[src/rtl/cpu_pkg.sv]
// ============================================================================
// Module      : cpu_pkg
// Description : Shared types and constants for the CPU memory interface.
//               Provides the memory FSM state enum, the default word and
//               address widths, and the data pattern that is loaded on a
//               read timeout.
// Revision    : 1.0  initial release
// ============================================================================
`default_nettype none

package cpu_pkg;

    localparam int DEFAULT_DATA_W = 32;
    localparam int DEFAULT_ADDR_W = 9;

    // Loaded into MDR when a read gives up waiting for the RAM
    localparam logic [31:0] MEM_TIMEOUT_PATTERN = 32'hDEADBEEF;

    typedef enum logic [1:0] {
        IDLE   = 2'd0,
        RD_REQ = 2'd1,
        WR_REQ = 2'd2,
        DONE   = 2'd3
    } mem_state_t;

endpackage : cpu_pkg

`default_nettype wire

[src/rtl/mem_interface_rise_detect.sv]
// ============================================================================
// Module      : rise_detect
// Description : 1-bit rising-edge detector. The previous value of d is held
//               in a register; rise is high while d=1 and the registered
//               copy is still 0, so a level held for many cycles yields one
//               single-cycle pulse.
// Ports       : clk  - clock
//               rst  - asynchronous active-low reset (clears history)
//               d    - level input
//               rise - rising-edge pulse
// Revision    : 1.0  initial release
// ============================================================================
`default_nettype none

module rise_detect (
    input  logic clk,
    input  logic rst,
    input  logic d,
    output logic rise
);

    logic r_prev;

    always_ff @(posedge clk or negedge rst) begin
        if (!rst) begin
            r_prev <= 1'b0;
        end else begin
            r_prev <= d;
        end
    end

    assign rise = d & ~r_prev;

endmodule : rise_detect

`default_nettype wire

[src/rtl/mem_interface.sv]
// ============================================================================
// Module      : mem_interface
// Description : MAR/MDR memory interface between a CPU bus and a RAM with a
//               single-cycle completion handshake. Rising edges of the level
//               commands Read and ramWE each start one transaction from IDLE;
//               a simultaneous rise starts the read only. Edges seen while a
//               transaction is in progress are discarded.
// Options     : MEM_TIMEOUT_EN - when defined, a wait counter aborts a
//               transaction after TIMEOUT cycles without mem_ack, sets the
//               sticky err flag and (for reads with MDRin) loads MDR with
//               MEM_TIMEOUT_PATTERN. Undefined: waits forever, err = 0.
// Ports       : clk, rst (async active-low)
//               BusMuxOut, MARin, MDRin, Read, ramWE - CPU side
//               MDR_q                                - MDR to CPU bus
//               mem_addr, mem_wdata, mem_re, mem_we  - RAM request
//               mem_rdata, mem_ack                   - RAM response
//               busy, done, err                      - status
// Revision    : 1.0  initial release
// ============================================================================
`default_nettype none

module mem_interface
    import cpu_pkg::*;
#(
    parameter int DATA_W  = DEFAULT_DATA_W,
    parameter int ADDR_W  = DEFAULT_ADDR_W,
    parameter int TIMEOUT = 16
) (
    input  logic              clk,
    input  logic              rst,
    input  logic [DATA_W-1:0] BusMuxOut,
    input  logic              MARin,
    input  logic              MDRin,
    input  logic              Read,
    input  logic              ramWE,
    output logic [DATA_W-1:0] MDR_q,
    output logic [ADDR_W-1:0] mem_addr,
    output logic [DATA_W-1:0] mem_wdata,
    output logic              mem_re,
    output logic              mem_we,
    input  logic [DATA_W-1:0] mem_rdata,
    input  logic              mem_ack,
    output logic              busy,
    output logic              done,
    output logic              err
);

    mem_state_t        r_state;
    mem_state_t        w_next;
    logic [ADDR_W-1:0] r_mar;
    logic [ADDR_W-1:0] r_req_addr;
    logic [DATA_W-1:0] r_mdr;
    logic [DATA_W-1:0] r_wdata;
    logic              w_read_rise;
    logic              w_we_rise;
    logic              w_timeout;

    // ------------------------------------------------------------------
    // Command edge detection (tracks in every state, so edges that land
    // outside IDLE are consumed and never issue late)
    // ------------------------------------------------------------------
    rise_detect u_read_rise (
        .clk  (clk),
        .rst  (rst),
        .d    (Read),
        .rise (w_read_rise)
    );

    rise_detect u_we_rise (
        .clk  (clk),
        .rst  (rst),
        .d    (ramWE),
        .rise (w_we_rise)
    );

    // ------------------------------------------------------------------
    // Optional wait-state timeout
    // ------------------------------------------------------------------
`ifdef MEM_TIMEOUT_EN
    localparam int CNT_W = $clog2(TIMEOUT + 1);
    localparam logic [CNT_W-1:0] CNT_LAST = CNT_W'(TIMEOUT - 1);

    logic [CNT_W-1:0] r_wait;
    logic             r_err;

    // Counter is zero in IDLE/DONE, so it always starts at 0 on entry
    // to a request state.
    always_ff @(posedge clk or negedge rst) begin
        if (!rst) begin
            r_wait <= '0;
        end else if (r_state == RD_REQ || r_state == WR_REQ) begin
            r_wait <= r_wait + 1'b1;
        end else begin
            r_wait <= '0;
        end
    end

    // An ack on the last allowed cycle still completes normally.
    assign w_timeout = (r_state == RD_REQ || r_state == WR_REQ) &&
                       !mem_ack && (r_wait == CNT_LAST);

    always_ff @(posedge clk or negedge rst) begin
        if (!rst) begin
            r_err <= 1'b0;
        end else if (w_timeout) begin
            r_err <= 1'b1;
        end
    end

    assign err = r_err;
`else
    assign w_timeout = 1'b0;
    assign err       = 1'b0;

    // TIMEOUT is only meaningful with the timeout option; this empty block
    // references it so both builds share one parameter list.
    if (TIMEOUT < 1) begin : g_timeout_param_unused
    end
`endif

    // ------------------------------------------------------------------
    // FSM: state register
    // ------------------------------------------------------------------
    always_ff @(posedge clk or negedge rst) begin
        if (!rst) begin
            r_state <= IDLE;
        end else begin
            r_state <= w_next;
        end
    end

    // ------------------------------------------------------------------
    // FSM: next state. Read has priority over a simultaneous write rise.
    // ------------------------------------------------------------------
    always_comb begin
        w_next = r_state;
        unique case (r_state)
            IDLE: begin
                if (w_read_rise) begin
                    w_next = RD_REQ;
                end else if (w_we_rise) begin
                    w_next = WR_REQ;
                end
            end
            RD_REQ, WR_REQ: begin
                if (mem_ack || w_timeout) begin
                    w_next = DONE;
                end
            end
            DONE:    w_next = IDLE;
            default: w_next = IDLE;
        endcase
    end

    // ------------------------------------------------------------------
    // FSM: outputs, decoded from state so that an asynchronous reset
    // drops the strobes without waiting for a clock edge
    // ------------------------------------------------------------------
    always_comb begin
        mem_re = 1'b0;
        mem_we = 1'b0;
        busy   = 1'b0;
        done   = 1'b0;
        unique case (r_state)
            RD_REQ: begin
                mem_re = 1'b1;
                busy   = 1'b1;
            end
            WR_REQ: begin
                mem_we = 1'b1;
                busy   = 1'b1;
            end
            DONE:    done = 1'b1;
            default: ;
        endcase
    end

    // ------------------------------------------------------------------
    // Datapath registers
    // ------------------------------------------------------------------
    always_ff @(posedge clk or negedge rst) begin
        if (!rst) begin
            r_mar      <= '0;
            r_mdr      <= '0;
            r_req_addr <= '0;
            r_wdata    <= '0;
        end else begin
            unique case (r_state)
                IDLE: begin
                    if (MARin) begin
                        r_mar <= BusMuxOut[ADDR_W-1:0];
                    end
                    // With Read high, MDRin means "capture from memory",
                    // so the bus is not sampled.
                    if (MDRin && !Read) begin
                        r_mdr <= BusMuxOut;
                    end
                    // Address is taken from the MAR value before any load
                    // on this same edge.
                    if (w_read_rise || w_we_rise) begin
                        r_req_addr <= r_mar;
                    end
                    if (w_we_rise && !w_read_rise) begin
                        r_wdata <= r_mdr;
                    end
                end
                RD_REQ: begin
                    if (MDRin) begin
                        if (mem_ack) begin
                            r_mdr <= mem_rdata;
                        end else if (w_timeout) begin
                            r_mdr <= DATA_W'(MEM_TIMEOUT_PATTERN);
                        end
                    end
                end
                default: ;
            endcase
        end
    end

    assign MDR_q     = r_mdr;
    assign mem_addr  = r_req_addr;
    assign mem_wdata = r_wdata;

endmodule : mem_interface

`default_nettype wire

[config.mk]
export PLATFORM = sky130hd
export DESIGN_NAME = mem_interface
export DESIGN_NICKNAME = d
export VERILOG_FILES = /design/src/rtl/cpu_pkg.sv /design/src/rtl/mem_interface_rise_detect.sv /design/src/rtl/mem_interface.sv
export SDC_FILE = /design/constraint.sdc
export NUM_CORES = 1
export LEC_CHECK = 0
export CORE_UTILIZATION = 45
export CTS_BUF_LIST = sky130_fd_sc_hd__clkbuf_4
export DETAILED_ROUTE_END_ITERATION = 16
export PLACE_DENSITY_LB_ADDON = 0.08
export SYNTH_ARGS = -nofsm -noshare
export SYNTH_HDL_FRONTEND = slang
export SYNTH_SLANG_ARGS = --single-unit
[constraint.sdc]
create_clock -name clk -period 1.99 [get_ports clk]
set_input_delay 0.398 -clock clk [delete_from_list [all_inputs] [get_ports clk]]
set_output_delay 0.398 -clock clk [all_outputs]
set_load 0.005 [all_outputs]
==> reports/qor.txt <==
Outcome -> finished clean
Combinational fraction of design power -> 49.2%
Crit-path leading delay family -> buffers and inverters
Layout cells sized above 1 -> 29.0%
Vias in the first global route -> 2559
Startpoint types -> flip-flop
Total grt overflow -> 0
I/O Buffers -> 147
Register area share after synthesis -> 57.7%
Post-Synth XOR/XNOR Area -> 0%
CTS tree -> done
Dpl hpwl -> 5.84 mm
Vias per cell -> 4.98
Syn_area_per_cell -> 15.8 µm²
DRC viols -> 0
Cell Area, Synth -> 3730 µm²
Yosys Warn Count -> 0
Routed WL -> 7.94 mm
Hold crit path type -> in2async
Final hold violations -> 0
First-pass GRT wire length -> 12.8 mm
Slew Viols, Final -> 0
Reg power frac -> 37.8%
Total Routing Usage GR -> 19.6%
Synthesis-to-finish area growth -> 49.1%
Initial antenna violation count -> 0
Compound-Gate Fraction of Synth Area -> 1.91%
CP bufs+invs -> 3
Net Sw Frac -> 28.6%
P_int -> 5.90 mW
Main combinational cell family by area after synthesis -> multiplexers
Syn Nets -> 311
Routed Antenna Nets -> 0
Worst Path Required -> 2.28 ns
VDD IR max -> 0.789 mV
Core Region -> 7890 µm²
Setup ws final -> 0.165 ns
Clock power frac -> 13.0%
Leak Pwr -> 2.35 nW
CP peak stage delay -> 0.41 ns
Pin count of the biggest net entering global routing -> 36
Most frequent cells in the layout -> clkdlybuf4s50_1 (142), dfrtp_1 (86), mux2_2 (79)
Critical path's most frequent cell -> buf_4
CP endpoint kind -> flip-flop
Clock Tree Buf Depth -> 2
Initial Util -> 47.3%
Final instance area -> 5560 µm²
Crit share post-route -> 91.7%
Clk sinks -> 86
Area after DPL -> 5360 µm²
Diodes inserted -> 0
Synth Register Bits -> 86
Vias post-DR -> 2486
Full die area -> 8660 µm²
Adder-Cell Fraction of Synth Area -> 1.34%
Total I/O pin count -> 149
Row count -> 32
Setup WS pre-CTS -> 0.0545 ns
Simple-Gate Fraction of Synth Area -> 1.41%
GP Congestion -> 0.748
Final nets -> 468
Min Clock Period, post-route -> 1.82 ns
Sw power -> 2.37 mW
Crit Path Category -> reg2reg
Crit path cell chain -> buf_4 > ha_4 > buf_4 > o2111ai_4 > buf_12 > mux2_2
Cell variety after synth -> 21
Max-Cap Viols -> 0
Htree depth -> 3
CP max-delay cell -> dfrtp_1
CP Max Fanout -> 23
Skew final -> 0.0131 ns
Worst EP arrival -> 2.12 ns
Gate Count Post-Synth -> 236
Die width -> 93.0 µm
Power Dens Cells -> 1490 nW/µm²
Starting DRT DRC Count -> 63
Post-route setup TNS -> 0 ns
Die Y-Extent -> 93.0 µm
Root Driver -> clkbuf_4
Worst-path clk slew -> 0.13 ns
Post-synthesis mux area share -> 34.7%
Fmax -> 548 MHz
CTS Buf Count -> 9
Routed length per instance -> 15.9 µm
RSZ-0062 raised after global routing -> false
First-pass DRT Iterations -> 4
Most common cell after layout, fill and taps aside -> clkdlybuf4s50_1
Fillers -> 596
Clock latency on the worst-skew pair -> 0.41 ns
Setup violations, final -> 0
==> synth_stat cells <==
| library cell | n | area [µm²] |
|---|---|---|
| o2111ai_4 | 1 | 26.3 |
| conb_1 | 1 | 3.75 |
| a22oi_1 | 1 | 7.51 |
| a21o_1 | 1 | 7.51 |
| mux2_1 | 35 | 394 |
| dfrtp_1 | 86 | 2150 |
| a21oi_1 | 2 | 10.0 |
| a32o_1 | 1 | 10.0 |
| ha_1 | 4 | 50.1 |
| mux2i_1 | 1 | 10.0 |
| nand2b_2 | 2 | 17.5 |
| a21bo_1 | 1 | 10.0 |
| mux2_2 | 79 | 890 |
| nand2_2 | 1 | 6.26 |
| inv_1 | 3 | 11.3 |
| nand2b_1 | 1 | 6.26 |
| nand2_1 | 2 | 7.51 |
| buf_4 | 2 | 15.0 |
| buf_2 | 7 | 35.0 |
| buf_6 | 4 | 45.0 |
| nand4b_2 | 1 | 15.0 |
==> sequential cells by signal, indices dropped and copies added, names as in the netlist <==
signal              cells
mem_addr                9
u_we_rise.r_prev        1
r_mar                   9
MDR_q                  32
r_state                 2
mem_wdata              32
u_read_rise.r_prev      1
==> layout make-up <==
cell class                      count  area, µm²  share of cell area, %
Clock buffer                       11       82.6                   1.48
Inverter                            3       11.3                  0.202
Sequential cell                    86       2150                   38.7
Clock inverter                      4       72.6                   1.30
Timing Repair Buffer              159       1620                   29.1
Multi-Input combinational cell    134       1500                   26.9
Tap cell                          102        128                   2.29
==> path summary, 6_finish.rpt <==
path                                 endpoint  cells after the start        from  slack (ns)
worst min register to register    mem_addr[5]                      1    r_mar[5]        0.48
worst max register to register      MDR_q[27]                      6  r_state[0]        0.17
max in group asynchronous       mem_wdata[31]                      3         rst        0.91
min in group clk                  mem_addr[5]                      1    r_mar[5]        0.48
worst min-delay path              mem_addr[3]                      2         rst        0.45
worst max-delay path                MDR_q[27]                      6  r_state[0]        0.17
==> what timing repair did <==
| action | 4_1_cts | 5_1_grt |
|---|---|---|
| setup buffers | 3 | 0 |
| hold endpoints to repair | 31 | 0 |
| endpoints found under the setup margin | 3 | 0 |
| hold buffers | 1 | 0 |
| resized for setup | 8 | 0 |
==> per-stage QoR <==
| step | hold WS, ns | power [mW] | util (%) | std cells |
|---|---|---|---|---|
| 6_report | 0.448 | 8.26 | 70.5 | 499 |
| 5_1_grt | 0.457 | 8.81 | 70.5 | 499 |
| 4_1_cts | 0.440 | 8.37 | 70.5 | 499 |
| 3_5_place_dp | 0.361 | 7.21 | 67.9 | 480 |
| 3_3_place_gp | 0.361 | 7.10 | 67.9 | 480 |
| 2_1_floorplan | 0.102 | 4.93 | - | 236 |
==> cells by family after synthesis <==
group | after synthesis
multiplexers | 115
flip-flops | 86
buffers and inverters | 16
AO/OA/AOI/OAI | 7
AND/OR/NAND/NOR | 7
adder cells (fa/ha/maj) | 4
other | 1
==> routing by layer <==
metal / part of all wire [%] / track usage [%] / wire length (µm)
met1: 42 / 25.0 / 3350
met2: 50 / 32.8 / 3980
met3: 6.3 / 4.39 / 501
met4: 1.3 / 7.31 / 107
met5: 0 / 0 / 0
==> power by group through the flow <==
stage / sequential, mW / clock, mW / combinational [mW]
after global placement: 3.12 / 0 / 3.97
after CTS: 3.13 / 1.11 / 4.13
final: 3.12 / 1.07 / 4.07
after floorplan: 3.16 / 0 / 1.77
after detailed placement: 3.17 / 0 / 4.04
after global routing: 3.25 / 1.19 / 4.38
(Power assumes the default switching activity.)
==> variant 1, RTL diff (same flow settings) <==
Set the package constant `DEFAULT_ADDR_W` to 7 (it was 9).
--- a/src/rtl/cpu_pkg.sv
+++ b/src/rtl/cpu_pkg.sv
@@ -13,3 +13,3 @@
     localparam int DEFAULT_DATA_W = 32;
-    localparam int DEFAULT_ADDR_W = 9;
+    localparam int DEFAULT_ADDR_W = 7;
 
Interface: changed (resized mem_addr); port bits go from 149 to 147. The function was not compared with the original's and may differ.
==> variant 1 against the unedited design <==
Sequential share of layout area shrank 1.2 points; routed wire length decreased by 2.0%; worst setup slack worse by 0.034 ns; design area fell by 1.6%; non-clock buffer count is 2 higher; area after synthesis is 1.0% lower; via count decreased by 3.9%; core utilization down 0.79 points; clock skew barely moved; critical path depth unchanged; die area fell by 0.99%; sequential cell count down 4; power shrank 2.2%.
==> variant 1: results (changes against the unedited design) <==
<table>
<tr><th>Metric</th><th>Value</th></tr>
<tr><th colspan="2">Outcome</th></tr>
<tr><td>Result of the run</td><td>finished, final reports clean (unchanged)</td></tr>
<tr><th colspan="2">Route</th></tr>
<tr><td>Wire per inst</td><td>15.75 um (was 15.90 um)</td></tr>
<tr><td>Initial drt markers</td><td>42 (was 63)</td></tr>
<tr><th colspan="2">Layout</th></tr>
<tr><td>Layout clock buffer count</td><td>10 (was 11)</td></tr>
<tr><td>Fraction of area in registers</td><td>0.3750 (was 0.3870)</td></tr>
<tr><td>Final Net Count</td><td>462 (was 468)</td></tr>
<tr><td>Layout non-clock buf frac</td><td>0.2948 (was 0.2911)</td></tr>
<tr><td>Number of ordinary and repair buffers in the finished layout</td><td>161 (was 159)</td></tr>
<tr><td>Multi-In Gates</td><td>130 (was 134)</td></tr>
<tr><th colspan="2">Yosys</th></tr>
<tr><td>Post-synthesis share of cell area spent on full adders, half adders and majority gates</td><td>0.01355 (was 0.01342)</td></tr>
<tr><td>Sequential-to-total area share from yosys stat</td><td>0.5557 (was 0.5770)</td></tr>
<tr><td>Multiplexer share of the synthesized area</td><td>0.3687 (was 0.3469)</td></tr>
<tr><th colspan="2">Pwr</th></tr>
<tr><td>Worst voltage drop across the vdd grid</td><td>1.009 mV (was 0.7890 mV)</td></tr>
<tr><td>Power attributed to combinational cells</td><td>4.28 mW (was 4.07 mW)</td></tr>
<tr><td>Share of total power in combinational logic</td><td>0.529 (was 0.492)</td></tr>
<tr><td>Net switching power figure</td><td>2.388 mW (was 2.365 mW)</td></tr>
<tr><th colspan="2">Place</th></tr>
<tr><td>Port-buffer cells</td><td>145 (was 147)</td></tr>
<tr><td>Detailed placement HPWL</td><td>5798 um (was 5838 um)</td></tr>
<tr><th colspan="2">Timing</th></tr>
<tr><td>Max Clock Skew</td><td>0.01302 ns (was 0.01315 ns)</td></tr>
<tr><th colspan="2">Global route</th></tr>
<tr><td>Met3 capacity usage during global routing</td><td>0.06897 (was 0.04390)</td></tr>
<tr><td>Global-route total usage across every layer</td><td>0.1913 (was 0.1962)</td></tr>
<tr><td>Maximum number of pins on one net before global-route repair</td><td>53 (was 36)</td></tr>
<tr><td>M2 GR Usage</td><td>0.3204 (was 0.3278)</td></tr>
<tr><td>Number of global-route vias before repair</td><td>2486 (was 2559)</td></tr>
<tr><th colspan="2">Critical path</th></tr>
<tr><td>Worst r2r dst</td><td>MDR_q[28]$_DFFE_PN0P_ (was MDR_q[27]$_DFFE_PN0P_)</td></tr>
<tr><td>Maximum cell stage delay along the critical path</td><td>0.44 ns (was 0.41 ns)</td></tr>
</table>
-- variant 1: cell types whose count changed in the layout (fill, tap and decap cells not counted), sizes merged --
cell           before  now
mux2              114  110
clkdlybuf4s50     142  140
bufinv              2    0
clkinvlp            1    2
dfrtp              86   82
dlygate4sd2         4    3
clkinv              1    4
buf                12   16
-- variant 1: kinds of logic after synthesis --
group	count (synthesis)
AO/OA/AOI/OAI	7
adder cells (fa/ha/maj)	4
buffers and inverters	16
flip-flops	82
multiplexers	111
other	1
AND/OR/NAND/NOR	7
-- variant 1: per-stage QoR --
| step | hold WS, ns | setup slack (ns) | cells | cell area (sq um) |
|---|---|---|---|---|
| 2_1_floorplan | 0.1024 | 0.2825 | 228 | 3692 |
| 3_3_place_gp | 0.3511 | 0.1053 | 470 | 5286 |
| 3_5_place_dp | 0.3529 | 0.07852 | 470 | 5286 |
| 4_1_cts | 0.4208 | 0.03553 | 492 | 5460 |
| 5_1_grt | 0.4291 | 0.04756 | 494 | 5472 |
| 6_report | 0.4467 | 0.1312 | 494 | 5472 |
-- variant 1: worst max-delay path by stage --
stage                            end  slack [ns]  cells after the start
2_1_floorplan   MDR_q[0]$_DFFE_PN0P_        0.28                      6
3_3_place_gp   MDR_q[28]$_DFFE_PN0P_        0.11                      5
3_5_place_dp    MDR_q[0]$_DFFE_PN0P_        0.08                      5
4_1_cts                         busy        0.04                      4
5_1_grt                       mem_re        0.05                      4
6_report       MDR_q[28]$_DFFE_PN0P_        0.13                      6
-- variant 1: layer usage --
metal | up-vias | share of wire | routed length [um]
met4 | 0 | 0.0086 | 67
met2 | 83 | 0.49 | 3822
met5 | - | 0 | 0
met3 | 6 | 0.067 | 518
met1 | 1178 | 0.43 | 3372
li1 | 1122 | - | -
==> variant 2, RTL diff (config.mk and constraints unchanged) <==
Made on the original files. The 4 states of `mem_state_t` get a one-hot encoding in 4 bits.
--- a/src/rtl/cpu_pkg.sv
+++ b/src/rtl/cpu_pkg.sv
@@ -18,7 +18,7 @@
 
-    typedef enum logic [1:0] {
-        IDLE   = 2'd0,
-        RD_REQ = 2'd1,
-        WR_REQ = 2'd2,
-        DONE   = 2'd3
+    typedef enum logic [3:0] {
+        IDLE   = 4'b0001,
+        RD_REQ = 4'b0010,
+        WR_REQ = 4'b0100,
+        DONE   = 4'b1000
     } mem_state_t;
Behaviour: same outputs for any inputs over 4 cycles, from zero or initial values and one cycle with rst low; so few cycles prove little.
==> variant 2 against the unedited design <==
The run now ends with negative setup slack left; non-clock buffer count up 20; critical path depth is 1 lower; sequential cell count increased by 2; design area rose by 7.8%; power shrank 0.39%; die area is 2.2% higher; first-iteration DRC count fell by 4.8%; routed wire length up 20%; worst setup slack got worse by 0.27 ns; cell count is 6.2% higher; area after synthesis grew 2.3%; critical endpoint is now MDR_q[5]$_DFFE_PN0P_; largest cell class unchanged.
==> variant 2: results (changes against the unedited design) <==
<table>
<tr><th>Metric</th><th>Value</th></tr>
<tr><th colspan="2">Route</th></tr>
<tr><td>Wirelength, routed</td><td>9484 um (was 7936 um)</td></tr>
<tr><td>Initial drt markers</td><td>60 (was 63)</td></tr>
<tr><th colspan="2">Timing</th></tr>
<tr><td>Minimum setup slack in the final design</td><td>-0.1076 ns (was 0.1653 ns)</td></tr>
<tr><td>Setup violators final</td><td>32 (was 0)</td></tr>
<tr><th colspan="2">Critical path</th></tr>
<tr><td>CP Max Fanout</td><td>16 (was 23)</td></tr>
<tr><td>Origin of the worst setup path</td><td>r_state[0]$_DFFE_PN1P_ (was r_state[0]$_DFFE_PN0P_)</td></tr>
<tr><td>Worst-case reg-to-reg path depth</td><td>5 (was 6)</td></tr>
<tr><td>Data arrival time at the worst-slack endpoint</td><td>2.42 ns (was 2.12 ns)</td></tr>
<tr><th colspan="2">Outcome</th></tr>
<tr><td>Result of the run</td><td>finished, violations left (was finished, final reports clean)</td></tr>
<tr><td>Failing checks</td><td>negative setup slack</td></tr>
<tr><th colspan="2">Yosys</th></tr>
<tr><td>Ranking of synthesized cells by instance count</td><td>sky130_fd_sc_hd__mux2_2 (105), sky130_fd_sc_hd__dfrtp_1 (87), sky130_fd_sc_hd__buf_2 (9), sky130_fd_sc_hd__mux2_1 (9) (was sky130_fd_sc_hd__dfrtp_1 (86), sky130_fd_sc_hd__mux2_2 (79), sky130_fd_sc_hd__mux2_1 (35), sky130_fd_sc_hd__buf_2 (7))</td></tr>
<tr><th colspan="2">Global route</th></tr>
<tr><td>Maximum number of pins on one net before global-route repair</td><td>37 (was 36)</td></tr>
<tr><td>Number of global-route vias before repair</td><td>2777 (was 2559)</td></tr>
<tr><th colspan="2">Place</th></tr>
<tr><td>Placed cell areas</td><td>5532 sq um (was 5356 sq um)</td></tr>
<tr><td>Final weighted congestion of routability-driven global placement</td><td>0.7006 (was 0.7478)</td></tr>
<tr><th colspan="2">CTS</th></tr>
<tr><td>Number of post-CTS setup repair buffers</td><td>9 (was 3)</td></tr>
<tr><td>Number of gates resized after cts</td><td>36 (was 8)</td></tr>
<tr><th colspan="2">Pwr</th></tr>
<tr><td>Share of total power in combinational logic</td><td>0.475 (was 0.492)</td></tr>
<tr><td>Clock power frac</td><td>0.136 (was 0.130)</td></tr>
<tr><td>Internal power</td><td>5.927 mW (was 5.896 mW)</td></tr>
</table>
[variant 2: changes by cell type in the layout (fill, tap and decap cells not counted), sizes merged, moves of 3 or more]
cell / delta
buf: +20
nor4b: +3
dlygate4sd2: -4
clkinv: +3
ha: -4
[variant 2: cells by family after synthesis]
family,synth area share
multiplexers,0.3365
buffers and inverters,0.03050
other,0.0009830
AND/OR/NAND/NOR,0.03345
AO/OA/AOI/OAI,0.01870
XOR/XNOR,0.002296
flip-flops,0.5776
[variant 2: layout make-up]
type | instances | area (sq um)
Timing Repair Buffer | 179 | 1823
Multi-Input combinational cell | 138 | 1658
Fill cell | 563 | 2221
Tap cell | 105 | 131.4
Clock buffer | 9 | 67.56
Sequential cell | 88 | 2206
Inverter | 4 | 15.01
Clock inverter | 7 | 95.09
[variant 2: through the flow]
step	hold slack (ns)	total power, mW	setup TNS [ns]	std cells
after floorplan	0.1024	4.553	0	245
after global placement	0.3448	6.605	-10.77	501
after detailed placement	0.3486	6.715	-13.31	501
after CTS	0.4037	8.115	-1.727	528
after global routing	0.4250	8.710	-3.865	530
final	0.4127	8.228	-2.621	530
[variant 2: critical path, stage by stage, from the launching register on]
cell	delay [ns]
sky130_fd_sc_hd__dfstp_2	0.57
sky130_fd_sc_hd__or3b_4	0.39
sky130_fd_sc_hd__a2111oi_4	0.32
sky130_fd_sc_hd__buf_6	0.20
sky130_fd_sc_hd__buf_16	0.19
sky130_fd_sc_hd__mux2_4	0.32
[variant 2: per-layer routing]
metal	vias to the layer above	share of wire	track usage	wire length, um
met2	102	0.51	0.3558	4839
met3	10	0.067	0.07201	637
met1	1381	0.41	0.2651	3876
met5	-	0	0	0
li1	1232	-	-	-
met4	0	0.014	0.06923	131
